File: config.mk
export PLATFORM = sky130hd
export DESIGN_NAME = ulpi_send
export DESIGN_NICKNAME = d
export VERILOG_FILES = /design/src/rtl/ulpi_pkg.sv /design/src/rtl/ulpi_send.sv
export SDC_FILE = /design/constraint.sdc
export NUM_CORES = 1
export LEC_CHECK = 0
export CORE_MARGIN = 3
export CORE_UTILIZATION = 40
export CTS_CLUSTER_SIZE = 25
export DETAILED_ROUTE_END_ITERATION = 8
export DONT_BUFFER_PORTS = 1
export GPL_TIMING_DRIVEN = 1
export PLACE_DENSITY_LB_ADDON = 0.15
export SYNTH_ARGS = -nofsm -noshare
export SYNTH_HDL_FRONTEND = slang
export SYNTH_SLANG_ARGS = --single-unit
File: constraint.sdc
create_clock -name clk_ULPI -period 2.2 [get_ports clk_ULPI]
set_input_delay 0.33 -clock clk_ULPI [delete_from_list [all_inputs] [get_ports clk_ULPI]]
set_output_delay 0.33 -clock clk_ULPI [all_outputs]
set_load 0.01 [all_outputs]
File: src/rtl/ulpi_pkg.sv
// ulpi_pkg: constants and state encoding shared by the ULPI link-side logic.
//   TXCMD_*  : two-bit command prefixes placed in DATA[7:6] of a TX CMD byte
//   END_*    : byte driven alongside STP; 0xFF forces a bit-stuff error so
//              the PHY aborts the packet on the wire
//   state_t  : transmit-side state encoding
package ulpi_pkg;

    localparam logic [1:0] TXCMD_TRANSMIT = 2'b01;
    localparam logic [1:0] TXCMD_REGWR    = 2'b10;

    localparam logic [7:0] END_OK    = 8'h00;
    localparam logic [7:0] END_ABORT = 8'hFF;

    typedef enum logic [2:0] {
        S_IDLE,
        S_TXCMD,
        S_DATA,
        S_STOP,
        S_REG_CMD,
        S_REG_DATA,
        S_FLUSH,
        S_GAP
    } state_t;

endpackage

File: src/rtl/ulpi_send.sv
// ulpi_send: link-to-PHY transmit side of a ULPI bus (USB3300 class PHY).
// Sends USB packets (TX CMD carrying the PID, data bytes, STP) and PHY
// register writes (register-write TX CMD, value, STP) and yields the bus to
// the PHY whenever DIR is high. All flops use the falling edge of clk_ULPI,
// matching the receive path.
//
// Ports:
//   clk_ULPI     60 MHz ULPI clock (falling-edge logic)
//   rst          asynchronous active-high reset
//   tx_valid/tx_data/tx_last/tx_ready
//                first-word-fall-through byte source; first byte is the PID;
//                tx_ready marks the byte consumed this cycle
//   reg_wr_req/reg_addr/reg_wr_data/reg_wr_done
//                PHY register write; request held until the done pulse
//   tx_done      pulse: packet ended normally
//   tx_abort     pulse: packet aborted by the PHY (DIR) or by source underrun
//   tx_count     bytes sent in the last packet, PID included
//   busy         transmitter not idle
//   DIR/NXT      ULPI direction / next from the PHY
//   DATA_O/DATA_OE/STP
//                ULPI data toward the PHY, its output enable, and stop
module ulpi_send #(
    parameter int CNT_W      = 10,
    parameter int IFG_CYCLES = 2
) (
    input  logic             clk_ULPI,
    input  logic             rst,
    input  logic             tx_valid,
    input  logic [7:0]       tx_data,
    input  logic             tx_last,
    output logic             tx_ready,
    input  logic             reg_wr_req,
    input  logic [5:0]       reg_addr,
    input  logic [7:0]       reg_wr_data,
    output logic             reg_wr_done,
    output logic             tx_done,
    output logic             tx_abort,
    output logic [CNT_W-1:0] tx_count,
    output logic             busy,
    input  logic             DIR,
    input  logic             NXT,
    output logic [7:0]       DATA_O,
    output logic             DATA_OE,
    output logic             STP
);

    import ulpi_pkg::*;

    // GAP lasts max(IFG_CYCLES,1) cycles; the counter only needs to reach
    // the last of them.
    localparam int GAP_W = (IFG_CYCLES > 1) ? $clog2(IFG_CYCLES) : 1;
    localparam logic [GAP_W-1:0] GAP_LAST =
        (IFG_CYCLES > 1) ? GAP_W'(IFG_CYCLES - 1) : '0;

    function automatic logic [CNT_W-1:0] sat_inc(input logic [CNT_W-1:0] v);
        return (&v) ? v : v + 1'b1;
    endfunction

    state_t             state_q, state_d;
    logic               dir_q;
    logic [CNT_W-1:0]   count_q, count_d;
    logic [7:0]         end_q, end_d;
    logic               is_reg_q, is_reg_d;
    logic [GAP_W-1:0]   gap_q, gap_d;
    logic               tx_done_q, tx_done_d;
    logic               tx_abort_q, tx_abort_d;
    logic               reg_wr_done_q, reg_wr_done_d;
    logic [CNT_W-1:0]   tx_count_q, tx_count_d;
    logic               tx_ready_c;
    logic [7:0]         data_mux;

    always_comb begin
        state_d       = state_q;
        count_d       = count_q;
        end_d         = end_q;
        is_reg_d      = is_reg_q;
        gap_d         = gap_q;
        tx_done_d     = 1'b0;
        tx_abort_d    = 1'b0;
        reg_wr_done_d = 1'b0;
        tx_count_d    = tx_count_q;
        tx_ready_c    = 1'b0;
        data_mux      = 8'h00;

        unique case (state_q)
            S_IDLE: begin
                // dir_q guarantees one turnaround cycle after DIR falls.
                if (!DIR && !dir_q) begin
                    if (reg_wr_req) begin
                        state_d  = S_REG_CMD;
                        is_reg_d = 1'b1;
                    end else if (tx_valid) begin
                        state_d  = S_TXCMD;
                        is_reg_d = 1'b0;
                    end
                end
            end
            S_TXCMD: begin
                data_mux = {TXCMD_TRANSMIT, 2'b00, tx_data[3:0]};
                if (DIR) begin
                    // PID left at the source; IDLE retries it.
                    state_d = S_IDLE;
                end else if (NXT) begin
                    tx_ready_c = 1'b1;
                    count_d    = CNT_W'(1);
                    if (tx_last) begin
                        state_d = S_STOP;
                        end_d   = END_OK;
                    end else begin
                        state_d = S_DATA;
                    end
                end
            end
            S_DATA: begin
                data_mux   = tx_data;
                tx_ready_c = NXT && tx_valid && !DIR;
                if (DIR) begin
                    tx_abort_d = 1'b1;
                    tx_count_d = count_q;
                    state_d    = S_FLUSH;
                end else if (NXT) begin
                    if (tx_valid) begin
                        count_d = sat_inc(count_q);
                        if (tx_last) begin
                            state_d = S_STOP;
                            end_d   = END_OK;
                        end
                    end else begin
                        // Underrun: PHY wants a byte we do not have.
                        state_d = S_STOP;
                        end_d   = END_ABORT;
                    end
                end
            end
            S_STOP: begin
                data_mux = end_q;
                state_d  = S_GAP;
                gap_d    = '0;
                if (is_reg_q) begin
                    reg_wr_done_d = 1'b1;
                end else if (end_q == END_ABORT) begin
                    tx_abort_d = 1'b1;
                    tx_count_d = count_q;
                end else begin
                    tx_done_d  = 1'b1;
                    tx_count_d = count_q;
                end
            end
            S_REG_CMD: begin
                data_mux = {TXCMD_REGWR, reg_addr};
                if (DIR) begin
                    state_d = S_IDLE;
                end else if (NXT) begin
                    state_d = S_REG_DATA;
                end
            end
            S_REG_DATA: begin
                data_mux = reg_wr_data;
                if (DIR) begin
                    state_d = S_IDLE;
                end else if (NXT) begin
                    state_d = S_STOP;
                    end_d   = END_OK;
                end
            end
            S_FLUSH: begin
                // Drain the rest of the aborted packet from the source.
                tx_ready_c = tx_valid;
                if (tx_valid && tx_last) begin
                    state_d = S_GAP;
                    gap_d   = '0;
                end
            end
            S_GAP: begin
                if (gap_q >= GAP_LAST) begin
                    state_d = S_IDLE;
                end else begin
                    gap_d = gap_q + 1'b1;
                end
            end
            default: state_d = S_IDLE;
        endcase
    end

    always_ff @(negedge clk_ULPI or posedge rst) begin
        if (rst) begin
            state_q       <= S_IDLE;
            dir_q         <= 1'b0;
            count_q       <= '0;
            end_q         <= END_OK;
            is_reg_q      <= 1'b0;
            gap_q         <= '0;
            tx_done_q     <= 1'b0;
            tx_abort_q    <= 1'b0;
            reg_wr_done_q <= 1'b0;
            tx_count_q    <= '0;
        end else begin
            state_q       <= state_d;
            dir_q         <= DIR;
            count_q       <= count_d;
            end_q         <= end_d;
            is_reg_q      <= is_reg_d;
            gap_q         <= gap_d;
            tx_done_q     <= tx_done_d;
            tx_abort_q    <= tx_abort_d;
            reg_wr_done_q <= reg_wr_done_d;
            tx_count_q    <= tx_count_d;
        end
    end

    // The link drives the bus only in the active transmit states and never
    // while the PHY owns it.
    assign DATA_OE = !DIR && (state_q inside {S_TXCMD, S_DATA, S_STOP,
                                              S_REG_CMD, S_REG_DATA});
    assign DATA_O      = DATA_OE ? data_mux : 8'h00;
    assign STP         = (state_q == S_STOP);
    assign busy        = (state_q != S_IDLE);
    assign tx_ready    = tx_ready_c;
    assign tx_done     = tx_done_q;
    assign tx_abort    = tx_abort_q;
    assign reg_wr_done = reg_wr_done_q;
    assign tx_count    = tx_count_q;

endmodule

==> summary.txt, run 1 <==
status -> finished, violations left
failing checks -> setup timing
Hold Crit Class -> reg -> reg
initial antenna violation count -> 0
Crit Path Max Fanout -> 5
RR Startpoint -> state_q[0]
Slew headroom -> 72.65%
synthesized area per cell -> 9.655 µm²
Internal Power -> 2.579 mW
Final Non-Filler Cells -> 326
Synth Cell Area -> 2076 µm²
TritonCTS clock tree -> yes
Multi-input gate area -> 1389 µm²
post-DR vias/cell -> 5.727
Crit path largest cell delay -> 0.52 ns
Min Hold Slack -> 0.4466 ns
clk_lat worst skew -> 0.30 ns
dpl cells -> 306
CTS sink cnt -> 37
Min-Delay Path Depth -> 1
Worst Setup Start Kind -> flop
routed via count -> 1867
routability cong. -> 0.9025
1st-iter DRT viols -> 90
DRC viols -> 0
CP max stage cell -> dfrtn_1
most frequent cells in the layout -> 37 x dfrtn_1, 34 x buf_4, 24 x nand2_1
RSZ-0062 raised after global routing -> yes
clock-pin slew on the worst setup and hold paths -> 0.05 ns
crit path cell chain -> buf_6 > buf_6 > nand2b_4 > a211o_1 > o22ai_2
total power -> 4.273 mW
die width -> 78.04 µm
register area -> 925.9 µm²
Final setup viols -> 22
hpwl dp -> 4314 µm
largest net degree at the start of global routing -> 38
CP startpoint -> state_q[0]
clock share of power -> 13.1%
drt pass-1 iters -> 4
Pwr Density -> 1434 nW/µm²
Final Cell Area -> 2979 µm²
Worst Skew -> 0.005025 ns
Net Sw Frac -> 39.65%
root buffer cell -> clkbuf_8
final slew viol count -> 0
Clock Tree Buf Depth -> 2
mean routed wirelength per cell -> 18.34 µm
first-pass GRT wire length -> 9742 µm
die footprint -> 6089 µm²
IO Count -> 54
Crit path depth -> 5
WP buf/inv -> 2
Net Count, Synth -> 245
final core utilization -> 61.05%
crit-path most repeated cell -> buf_6
max_cap viols -> 0
Antenna Nets Post-Route -> 0
critical path arrival -> 2.78 ns
number of diodes -> 0
EDFF count, synth -> 0
HP Start -> count_q[0]
GRT Residual Overflow -> 0
Worst VDD drop -> 0.6835 mV
initial core utilization -> 42.54%
number of global-route vias before repair -> 1970
cell family contributing the most delay on the critical path -> compound AO/OA/AOI/OAI gates
nets -> 289
die height -> 78.04 µm
layout cells sized above 1 -> 47.88%
critical setup path kind -> reg -> out
fin worst setup slack -> -0.9149 ns
measured slew at the worst slew-check pin -> 0.4102 ns
Placement Cell Area -> 2534 µm²
power share of the combinational group -> 57.1%
WL final -> 5979 µm
WP data required -> 1.87 ns
LEAKAGE -> 1.366 nW
sequential power share -> 29.7%
synthesis warning total -> 0
final hold vios -> 0
Mapped Cells -> 215
FP Rows -> 25
asr flop ratio synth -> 100.0%
Core ar. -> 4880 µm²
Yosys cell types -> 51
critical path capture point type -> output pin
# port buffers -> 0
Top FF cell, synth -> dfrtn_1
Tot GR Track Use -> 20.44%
commonest non-fill, non-tap cell in the layout -> dfrtn_1
H-tree levels -> 2
Seq/Total Area, Yosys -> 44.61%
R2R cell count -> 9
number of synthesized register bits -> 37
switching power total -> 1.694 mW
fill count -> 409
P&R area growth vs syn -> 43.52%
cts bufs inserted -> 5
[state kept, by name, indices dropped and copies added, names as in the netlist]
register	cells
count_q	10
tx_count	10
end_q	8
state_q	3
dir_q	1
gap_q	1
is_reg_q	1
reg_wr_done	1
tx_abort	1
tx_done	1
[cells in the mapped netlist (all sizes together) (2+ instances only)]
cell type / count / area share (%)
a21oi: 7 / 1.7
a222oi: 4 / 1.9
a22oi: 4 / 1.4
and2: 3 / 0.90
buf: 10 / 3.3
clkbuf: 3 / 0.54
dfrtn: 37 / 45
inv: 7 / 1.3
mux2: 18 / 9.8
nand2: 29 / 5.2
nand2b: 5 / 1.5
nand3: 5 / 1.2
nand4: 4 / 1.2
nor2: 20 / 3.6
nor2b: 5 / 1.5
nor3: 3 / 0.72
nor3b: 2 / 0.72
nor4: 3 / 1.9
o211ai: 3 / 1.1
o21ai: 14 / 3.6
o22ai: 2 / 0.60
o31ai: 3 / 1.8
o41ai: 2 / 1.2
or2: 2 / 0.60
or3: 2 / 0.60
xnor2: 2 / 0.84
[metrics by stage]
stage          setup WS [ns]  TNS, ns
2_1_floorplan        -0.5935   -11.60
3_3_place_gp         -0.6358   -13.85
3_5_place_dp         -0.7122   -15.00
4_1_cts              -0.9424   -11.48
5_1_grt              -0.9939   -13.11
6_report             -0.9149   -11.51
[logic make-up after synthesis]
kind of cell,count (synthesis),synth area share (%)
compound gates,48,17.06
xor+xnor,2,0.8440
fa+ha+maj,1,0.6027
buf+inv,20,5.124
flops,37,44.61
mux,18,9.765
simple gates,89,22.00
[final timing paths]
check | slack, ns | endpoint
max | -0.91 | tx_ready
min | 0.45 | count_q[0]
max reg2reg | -0.14 | count_q[8]
min reg2reg | 0.45 | count_q[0]
max in group asynchronous | 1.03 | count_q[8]
min in group asynchronous | 0.95 | count_q[1]
[worst reg2reg max path, delay by kind of cell (launching register included)]
family                 cells  cell delay, ns
buffers and inverters      6            0.89
and+or+nand+nor            2            0.82
DFF                        1            0.42
AOI/OAI and AO/OA          1            0.20
[what timing repair did]
action,CTS,global route
hold buffers,0,0
resized for setup,38,20
setup buffers,12,4
setup endpoints to repair,23,44
pin swaps,19,18
[layer usage]
layer / vias to the layer above / global-route usage [%] / wire length, µm
li1: 866 / - / -
met1: 913 / 24.52 / 2591
met2: 75 / 35.10 / 2950
met3: 13 / 5.849 / 351
met4: 0 / 6.993 / 86
met5: - / 0 / 0
[power groups by stage]
stage / logic [mW] / registers, mW / clock network [mW]
detailed placement: 1.87 / 1.29 / 0
global route: 2.63 / 1.31 / 0.614
floorplan: 1.40 / 1.20 / 0
finish: 2.44 / 1.27 / 0.561
global placement: 1.83 / 1.27 / 0
CTS: 2.27 / 1.26 / 0.574
[final cells by class]
| cell class | instances | share of cell area, % |
|---|---|---|
| Tap cell | 67 | 2.814 |
| Inverter | 7 | 0.9660 |
| Clock inverter | 2 | 1.176 |
| Timing Repair Buffer | 50 | 15.04 |
| Multi-Input combinational cell | 158 | 46.62 |
| Clock buffer | 5 | 2.310 |
| Sequential cell | 37 | 31.08 |
No activity file was read; power rests on OpenSTA's default activity.
==> run 2: changes to the inputs <==
--- a/config.mk
+++ b/config.mk
@@ -5,6 +5,8 @@
 export SDC_FILE = /design/constraint.sdc
 export NUM_CORES = 1
 export LEC_CHECK = 0
+export CELL_PAD_IN_SITES_DETAIL_PLACEMENT = 0
+export CELL_PAD_IN_SITES_GLOBAL_PLACEMENT = 1
 export CORE_MARGIN = 3
 export CORE_UTILIZATION = 40
 export CTS_CLUSTER_SIZE = 25
@@ -12,6 +14,7 @@
 export DONT_BUFFER_PORTS = 1
 export GPL_TIMING_DRIVEN = 1
 export PLACE_DENSITY_LB_ADDON = 0.15
+export SETUP_SLACK_MARGIN = 0.2
 export SYNTH_ARGS = -nofsm -noshare
 export SYNTH_HDL_FRONTEND = slang
 export SYNTH_SLANG_ARGS = --single-unit
==> summary.txt, run 2 (synthesis results as in run 1) <==
post-DR vias/cell -> 5.542 (-3.2%)
final core utilization -> 62.03% (+0.97 points)
# port buffers -> 0 (unchanged)
largest net degree at the start of global routing -> 30 (-21%)
Min Hold Slack -> 0.4661 ns (+0.01951 ns)
final slew viol count -> 0 (unchanged)
critical setup path kind -> reg -> out
Core ar. -> 4880 µm² (unchanged)
mean routed wirelength per cell -> 16.72 µm (-8.8%)
Post-CTS Hold Buffers -> 0 (unchanged)
initial core utilization -> 42.54% (unchanged)
Antenna Nets Post-Route -> 0 (unchanged)
Final setup viols -> 22 (unchanged)
worst slack at placement -> -0.6905 ns (+0.02175 ns)
GRT Residual Overflow -> 0 (unchanged)
Slew headroom -> 76.05% (+3.4 points)
number of diodes -> 0 (unchanged)
CTS sink cnt -> 37 (unchanged)
final hold vios -> 0 (unchanged)
die footprint -> 6089 µm² (unchanged)
die width -> 78.04 µm (unchanged)
Final Non-Filler Cells -> 332 (+1.8%)
critical path capture point type -> output pin
number of global-route vias before repair -> 1887 (-4.2%)
LEAKAGE -> 1.366 nW (about the same)
measured slew at the worst slew-check pin -> 0.3592 ns (-0.05104 ns)
P&R area growth vs syn -> 45.81%
Pwr Density -> 1401 nW/µm² (-2.3%)
fin worst setup slack -> -0.8871 ns (+0.02784 ns)
routed via count -> 1840 (-1.4%)
Hold Crit Class -> reg -> reg
initial antenna violation count -> 0 (unchanged)
fill count -> 415 (+1.5%)
DRC viols -> 0 (unchanged)
Worst Setup Start Kind -> flop
failing checks -> setup timing
total power -> 4.240 mW (-0.77%)
TritonCTS clock tree -> yes
Clock Tree Buf Depth -> 2 (unchanged)
die height -> 78.04 µm (unchanged)
Worst Skew -> 0.003985 ns (-0.001040 ns)
Worst VDD drop -> 0.8100 mV (+19%)
FP Rows -> 25 (unchanged)
status -> finished, violations left
IO Count -> 54 (unchanged)
clk_lat worst skew -> 0.29 ns (about the same)
drt pass-1 iters -> 4 (unchanged)
clock-pin slew on the worst setup and hold paths -> 0.05 ns (about the same)
WL final -> 5552 µm (-7.1%)
RSZ-0062 raised after global routing -> yes
WP data required -> 1.87 ns (about the same)
H-tree levels -> 2 (unchanged)
first-pass GRT wire length -> 9025 µm (-7.4%)
Tot GR Track Use -> 18.72% (-1.7 points)
layout cells sized above 1 -> 50.19% (+2.3 points)
nets -> 294 (+1.7%)
1st-iter DRT viols -> 89 (-1.1%)
commonest non-fill, non-tap cell in the layout -> dfrtn_1
Crit Path Max Fanout -> 4 (-1)
critical path arrival -> 2.76 ns (-0.02 ns)
routability cong. -> 0.8058 (-11%)
root buffer cell -> clkbuf_8
max_cap viols -> 0 (unchanged)
hpwl dp -> 4061 µm (-5.9%)
dpl cells -> 303 (-0.98%)
cts bufs inserted -> 5 (unchanged)
most frequent cells in the layout -> 37 x dfrtn_1, 35 x buf_4, 24 x nand2_1
-- run 2: cell count changes in the layout (fill, tap and decap cells not counted), sizes merged --
cell and change:
clkinvlp +1, inv -1, clkinv +1, bufinv -1
clkbuf +1, buf +5
-- run 2: per-stage QoR --
stage / TNS (ns) / cell area, µm²
floorplan: -11.64 / 2310
global placement: -13.04 / 2520
detailed placement: -13.74 / 2520
CTS: -10.77 / 2863
global route: -12.12 / 3027
finish: -10.91 / 3027
-- run 2: final timing paths --
path                            start    endpoint  slack, ns  depth (start not counted)
max                        state_q[0]   DATA_O[3]      -0.89                          5
max reg2reg                state_q[0]  count_q[9]       0.07                          9
min in group asynchronous         rst  state_q[0]       0.83                          1
min                          end_q[7]    end_q[7]       0.47                          2
min reg2reg                  end_q[7]    end_q[7]       0.47                          2
max in group asynchronous         rst  count_q[2]       0.93                          2
-- run 2: layer usage --
layer / global-route usage [%] / routed length (µm)
met3: 4.128 / 258
met5: 0 / 0
met1: 22.12 / 2315
met2: 34.50 / 2907
met4: 4.196 / 71
-- run 2: where the power goes --
group          total (mW)  internal (mW)  switching [mW]  leakage (nW)
Sequential           1.26          0.969           0.294         0.481
Combinational        2.48           1.35            1.13         0.834
Clock               0.494          0.254           0.240        0.0512
Total                4.24           2.57            1.67          1.37
-- run 2: area by class of cell --
type | count | area [µm²] | share of cell area, %
Clock inverter | 2 | 13.76 | 0.4547
Sequential cell | 37 | 925.9 | 30.59
Multi-Input combinational cell | 158 | 1390 | 45.93
Timing Repair Buffer | 55 | 500.5 | 16.54
Inverter | 7 | 30.03 | 0.9921
Tap cell | 67 | 83.83 | 2.770
Clock buffer | 6 | 82.58 | 2.728
-- run 2: timing repair --
| action | 4_1_cts | 5_1_grt |
|---|---|---|
| pin swaps | 24 | 26 |
| cloned | 1 | 0 |
| endpoints found under the setup margin | 49 | 52 |
| buffers inserted | 13 | 7 |
| resized for setup | 37 | 28 |
-- run 2: worst max-delay path, cell delays in order (launching register included) --
cell and delay (ns):
dfrtn_1 0.45, buf_6 0.13, buf_6 0.10, mux2_4 0.28, a222oi_1 0.26, nor2_1 0.13
